`config.mk`:
```
export PLATFORM = sky130hd
export DESIGN_NAME = reg_access_ctrl
export DESIGN_NICKNAME = d
export VERILOG_FILES = /design/src/rtl/reg_access_ctrl_pkg.sv /design/src/rtl/rdata_or_reduce.sv /design/src/rtl/reg_access_ctrl.sv
export SDC_FILE = /design/constraint.sdc
export NUM_CORES = 1
export LEC_CHECK = 0
export ABC_AREA = 1
export CAP_MARGIN = 10
export CORE_MARGIN = 3
export CORE_UTILIZATION = 33
export DETAILED_ROUTE_END_ITERATION = 7
export GPL_TIMING_DRIVEN = 0
export PLACE_DENSITY = 0.84
export SLEW_MARGIN = 20
export SYNTH_ARGS = -nofsm -noshare
export SYNTH_HDL_FRONTEND = slang
export SYNTH_SLANG_ARGS = --single-unit
```
`constraint.sdc`:
```
create_clock -name clk -period 1.5 [get_ports clk]
set_input_delay 0.45 -clock clk [delete_from_list [all_inputs] [get_ports clk]]
set_output_delay 0.45 -clock clk [all_outputs]
set_load 0.01 [all_outputs]
```
`src/rtl/reg_access_ctrl_pkg.sv`:
```
// Shared definitions for the register access controller: FSM state encoding
// and the default data, address and register-count parameters.
package reg_access_ctrl_pkg;

  localparam int unsigned DEF_DATA_W   = 16;
  localparam int unsigned DEF_NUM_REGS = 4;
  localparam int unsigned DEF_ADDR_W   = 2;

  typedef enum logic [1:0] {
    IDLE   = 2'd0,
    ACCESS = 2'd1,
    RESP   = 2'd2
  } state_e;

endpackage

```
`src/rtl/rdata_or_reduce.sv`:
```
// OR-reduction of NUM_REGS register read buses into one word.
module rdata_or_reduce #(
  parameter int unsigned DATA_W   = 16,
  parameter int unsigned NUM_REGS = 4
) (
  input  logic [NUM_REGS*DATA_W-1:0] rdata,
  output logic [DATA_W-1:0]          rdata_or
);

  // Unselected registers drive zero, so a plain OR yields the selected word.
  always_comb begin
    rdata_or = '0;
    for (int unsigned i = 0; i < NUM_REGS; i++) begin
      rdata_or = rdata_or | rdata[i*DATA_W +: DATA_W];
    end
  end

endmodule

```
`src/rtl/reg_access_ctrl.sv`:
```
// Request/response front end for a bank of simple registers: one request is
// latched, presented to the registers for a single cycle, then answered.
module reg_access_ctrl
  import reg_access_ctrl_pkg::*;
#(
  parameter int unsigned DATA_W   = DEF_DATA_W,
  parameter int unsigned NUM_REGS = DEF_NUM_REGS,
  parameter int unsigned ADDR_W   = DEF_ADDR_W
) (
  input  logic                       clk,
  input  logic                       rstn,
  input  logic                       req_valid,
  output logic                       req_ready,
  input  logic                       req_wr,
  input  logic [ADDR_W-1:0]          req_addr,
  input  logic [DATA_W-1:0]          req_wdata,
  output logic [NUM_REGS-1:0]        sel,
  output logic                       wr,
  output logic [DATA_W-1:0]          wdata,
  input  logic [NUM_REGS*DATA_W-1:0] rdata,
  output logic                       rsp_valid,
  input  logic                       rsp_ready,
  output logic [DATA_W-1:0]          rsp_data,
  output logic                       rsp_err
);

  state_e              state_q, state_d;
  logic                wr_q, wr_d;
  logic [ADDR_W-1:0]   addr_q, addr_d;
  logic [DATA_W-1:0]   wdata_q, wdata_d;
  logic [DATA_W-1:0]   rsp_data_q, rsp_data_d;
  logic                rsp_err_q, rsp_err_d;
  logic [DATA_W-1:0]   rd_or;
  logic                in_range;

  rdata_or_reduce #(
    .DATA_W  (DATA_W),
    .NUM_REGS(NUM_REGS)
  ) u_rdata_or_reduce (
    .rdata   (rdata),
    .rdata_or(rd_or)
  );

  assign in_range  = (32'(addr_q) < NUM_REGS);
  assign rsp_data  = rsp_data_q;
  assign rsp_err   = rsp_err_q;

  always_comb begin
    state_d    = state_q;
    wr_d       = wr_q;
    addr_d     = addr_q;
    wdata_d    = wdata_q;
    rsp_data_d = rsp_data_q;
    rsp_err_d  = rsp_err_q;
    req_ready  = 1'b0;
    sel        = '0;
    wr         = 1'b0;
    wdata      = '0;
    rsp_valid  = 1'b0;
    unique case (state_q)
      IDLE: begin
        req_ready = 1'b1;
        if (req_valid) begin
          wr_d    = req_wr;
          addr_d  = req_addr;
          wdata_d = req_wdata;
          state_d = ACCESS;
        end
      end
      ACCESS: begin
        // Decoding only indices below NUM_REGS leaves sel all-zero when out of range.
        for (int unsigned i = 0; i < NUM_REGS; i++) begin
          sel[i] = (addr_q == ADDR_W'(i));
        end
        wr         = wr_q;
        wdata      = wdata_q;
        rsp_err_d  = ~in_range;
        rsp_data_d = (!wr_q && in_range) ? rd_or : '0;
        state_d    = RESP;
      end
      RESP: begin
        rsp_valid = 1'b1;
        if (rsp_ready) begin
          state_d = IDLE;
        end
      end
      default: state_d = IDLE;
    endcase
  end

  always_ff @(posedge clk or negedge rstn) begin
    if (!rstn) begin
      state_q    <= IDLE;
      wr_q       <= 1'b0;
      addr_q     <= '0;
      wdata_q    <= '0;
      rsp_data_q <= '0;
      rsp_err_q  <= 1'b0;
    end else begin
      state_q    <= state_d;
      wr_q       <= wr_d;
      addr_q     <= addr_d;
      wdata_q    <= wdata_d;
      rsp_data_q <= rsp_data_d;
      rsp_err_q  <= rsp_err_d;
    end
  end

endmodule

```
### Yosys cells after proc, flatten, opt, wreduce, memory -nomap -nowiden

Cells that the tools add are included.

* word-level logic and storage cells: 28
* output and inout bits: 40
* flip-flop bits (word level): 37
* bits of input ports: 87

* equal/unequal tests: 7
* multiplexer cells: 9
* bitwise logic cells: 3
* reductions and logical operators: 4

Operators with widths (number)
* bitwise OR 16 bit: 3
* two-way mux 16 bit: 2
* == test 2 bit (second input constant): 3
* case mux 2 bit (3 select lines): 1
* == test 2 x 1 -> 1 bit (second input constant): 2
* logical NOT 2 bit: 2
* two-way mux 2 bit: 2
* two-way mux 4 bit: 1
* inequality test 2 bit (second input constant): 2
* AND reduction 2 bit: 2
* two-way mux 1 bit: 3

### Longest topological paths before layout

* depth after elaboration: 4
* depth in mapped cells: 6
* gate-level depth less buffers: 5

### By module

A second synthesis with hierarchy kept.

* cells, all modules: 253
* area, all modules: 1861.8 um2

By module, submodules not included
* reg_access_ctrl: cells each 205, sequential area each 925.9 um2, area an instance 1681.6 um2, instances 1
* rdata_or_reduce: cells each 48, sequential area each 0.0 um2, area an instance 180.2 um2, instances 1

### Least setup slack after synthesis

No wires, ideal clock.

* kind: register to output
* start point: reg state_q[1]
* end point: out sel[1]
* arrival: 1.008 ns
* buffers on the path: 2
* cell stages (with the launch flop): 6
* required time: 1.050 ns
* path slack: 0.042 ns
* path through: dfrtp_1 -> inv_1 -> nand2_1 -> buf_4 -> buf_6 -> nor3_2

* cells in the longest elaborated chain, start to end: 2

Ends and longest elaborated chain
* start, declared: RTL line reg_access_ctrl.sv:27 `state_e state_q, state_d;`
* start signal, assigned: RTL line reg_access_ctrl.sv:100 `state_q <= state_d;`
* == test 2 x 1 -> 1 bit: RTL line reg_access_ctrl.sv:60 `unique case (state_q)`
* two-way mux 4 bit: RTL line reg_access_ctrl.sv:60
* end, declared: RTL line reg_access_ctrl.sv:17 `output logic [NUM_REGS-1:0] sel,`

Every way passes these cells.

### Final worst setup path

Same ends and word-level chain as after synthesis.

==> run metrics <==
largest net degree at the start of global routing=26; CTS Buffer Depth=2; Synthesized Nets=340; Ys Warns=0; fin crit period=1.77 ns; global-route wire length before repair=8740 um; Area contributors post-synth=dfrtp_1 51%, nand2_1 22%, nor2_1 11%, nand3_1 5.2%, inv_1 4.3%; Antenna Violating Nets Remaining=0; fmax=0.566 GHz; Iter 0 DRT Violations=55; hold bufs inserted after CTS=0; max-slew violation count=0; Post-synth EDFFs=0; Clk pin slew, worst setup/hold paths=0.08 ns; final core occ=64.9%; RSZ-0062 raised after global routing=yes; Critical Path Max Stage Delay=0.39 ns; required time worst endpoint=1.05 ns; outcome=finished with violations; Die Wd=80.2 um; NumNets Final=483; final setup margin=-0.268 ns; ys async rst share=100%; multi-input gate area in the final layout=803 um^2; Worst-Skew Late Latency=0.28 ns; placed insts=449; CTS tree=built; Port Buffers=125; critical path cell sequence=inv_2, nand2_4, buf_6, buf_12, nor3_4, buf_2; post-route clock period utilization=118%; Synth cell types=12; Wirelength per Cell=11.8 um; Pleak=1.72 nW; Overflow after GRT=0; # rows=26; Seq/Total Area, Yosys=50.9%; Area growth, synth to finish=85.7%; Buf/Inv on CP=4; cell accounting for the most synthesized area=dfrtp_1; cell at the slowest stage of the critical path=dfrtp_1; Top Family by Delay on Critical Path=buffers and inverters; Arr. time, crit path=1.32 ns; Final GP Congestion=0.793; Ports=127; crit end category=primary output; top cell type's share of synthesized area=50.9%; total power=0.00530 W; Syn Area/Cell=7.19 um^2; crit start category=register; VDD IR max=0.904 mV; Final Hold Viols=0; Gate Count Post-Synth=253; CORE AREA=5200 um^2; TritonCTS Sinks=37; Clock Tree Root=clkbuf_8; DPL Wire Length=4220 um; DR pass1 iterations=4; non-filler instance count after layout=467; GRT Total Usage=17.3%; Finish-stage setup viols=23; WHS=0.0472 ns; sequential cell area=927 um^2; top cells by count, synth=106 x nand2_1, 52 x nor2_1, 37 x dfrtp_1; layout cells sized above 1=17.9%; total of max-cap violations=0; Die Height=80.2 um; FF+latch count, synth=37; failing checks=negative setup slack; Max FO, Critical Path=5; Layout fillers=479; vias after detailed routing=2,051; DIE AREA=6440 um^2; H-tree depth=2; kind of critical path=register to primary output; drt drc=0; drt total wl=5520 um; cts bufs inserted=5; vias per cell=4.39; initial antenna violation count=0; setup_tns=-5.27 ns; Main synth FF type=dfrtp_1; vias in the first global route=2,029; Initial Utilization=34.9%; area of the mapped netlist=1820 um^2; PD cells=1570 nW/um^2; Worst Hold Class=primary input to asynchronous set/reset pin; # diodes=0; skew final=0.00927 ns; most common cell in the netlist=nand2_1
-- state kept, by name, summed over array words and instances (netlist names) --
name and cells:
addr_q 2, rsp_data 16, state_q 2, wdata_q 16, wr_q 1
-- logic make-up after synthesis --
logic type	Yosys count	share of synthesized area, %
buffers and inverters	33	8.74
flip-flops	37	50.9
other	1	0.206
AND/OR/NAND/NOR	182	40.1
-- layer usage --
layer	routed length (um)	track usage (%)	vias to the layer above
met3	424	5.83	7
met2	2950	32.9	72
met4	63	4.22	0
met5	0	0	-
li1	-	-	1037
met1	2080	18.0	935
-- where the power goes --
group | switching (W) | internal, W
Sequential | 0.000280 | 0.00149
Clock | 0.000347 | 0.000540
Combinational | 0.00138 | 0.00126
-- final cells by class --
cell class / instances / share of cell area, %
Timing Repair Buffer: 137 / 37.5
Buffer: 11 / 2.74
Clock inverter: 2 / 1.11
Tap cell: 70 / 2.59
Clock buffer: 6 / 2.45
Inverter: 21 / 2.34
Multi-Input combinational cell: 183 / 23.8
Sequential cell: 37 / 27.5
-- per-stage QoR --
stage                     worst slack, ns  area, um^2
after floorplan                    0.0422        1820
after global placement             -0.863        3160
after detailed placement           -0.526        3170
after CTS                          -0.283        3230
after global routing               -0.357        3380
final                              -0.268        3380
-- worst paths after layout --
kind / from / endpoint / slack, ns / cells after the start
worst max-delay path: state_q[1]$_DFFE_PN0P_ / sel[1] / -0.27 / 6
worst min-delay path: rstn / wdata_q[0]$_DFFE_PN0P_ / 0.05 / 1
worst max register to register: state_q[0]$_DFFE_PN0P_ / wdata_q[6]$_DFFE_PN0P_ / 0.08 / 8
worst min register to register: wdata_q[1]$_DFFE_PN0P_ / wdata_q[1]$_DFFE_PN0P_ / 0.47 / 2
max in group asynchronous: rstn / state_q[0]$_DFFE_PN0P_ / 1.01 / 2
min in group clk: wdata_q[1]$_DFFE_PN0P_ / wdata_q[1]$_DFFE_PN0P_ / 0.47 / 2
-- repair_timing --
action / 4_1_cts / 5_1_grt
pin swaps: 1 / 1
endpoints found under the setup margin: 39 / 22
gates cloned: 0 / 1
resized for setup: 122 / 23
setup buffers: 5 / 5
-- placed cells by master (no fill, tap or decap), types with 2 or more instances in the layout --
| cell type | count |
|---|---|
| dlygate4sd2_1 | 16 |
| nor3_1 | 2 |
| clkbuf_8 | 6 |
| buf_2 | 23 |
| inv_1 | 20 |
| buf_4 | 13 |
| buf_12 | 2 |
| nor3_4 | 2 |
| nor2_1 | 42 |
| nand2_1 | 105 |
| dfrtp_1 | 36 |
| nor2_4 | 6 |
| buf_6 | 8 |
| clkdlybuf4s50_1 | 85 |
| nor2_2 | 5 |
| nand3_1 | 19 |
Note: power is estimated with default switching activity, not from simulation.
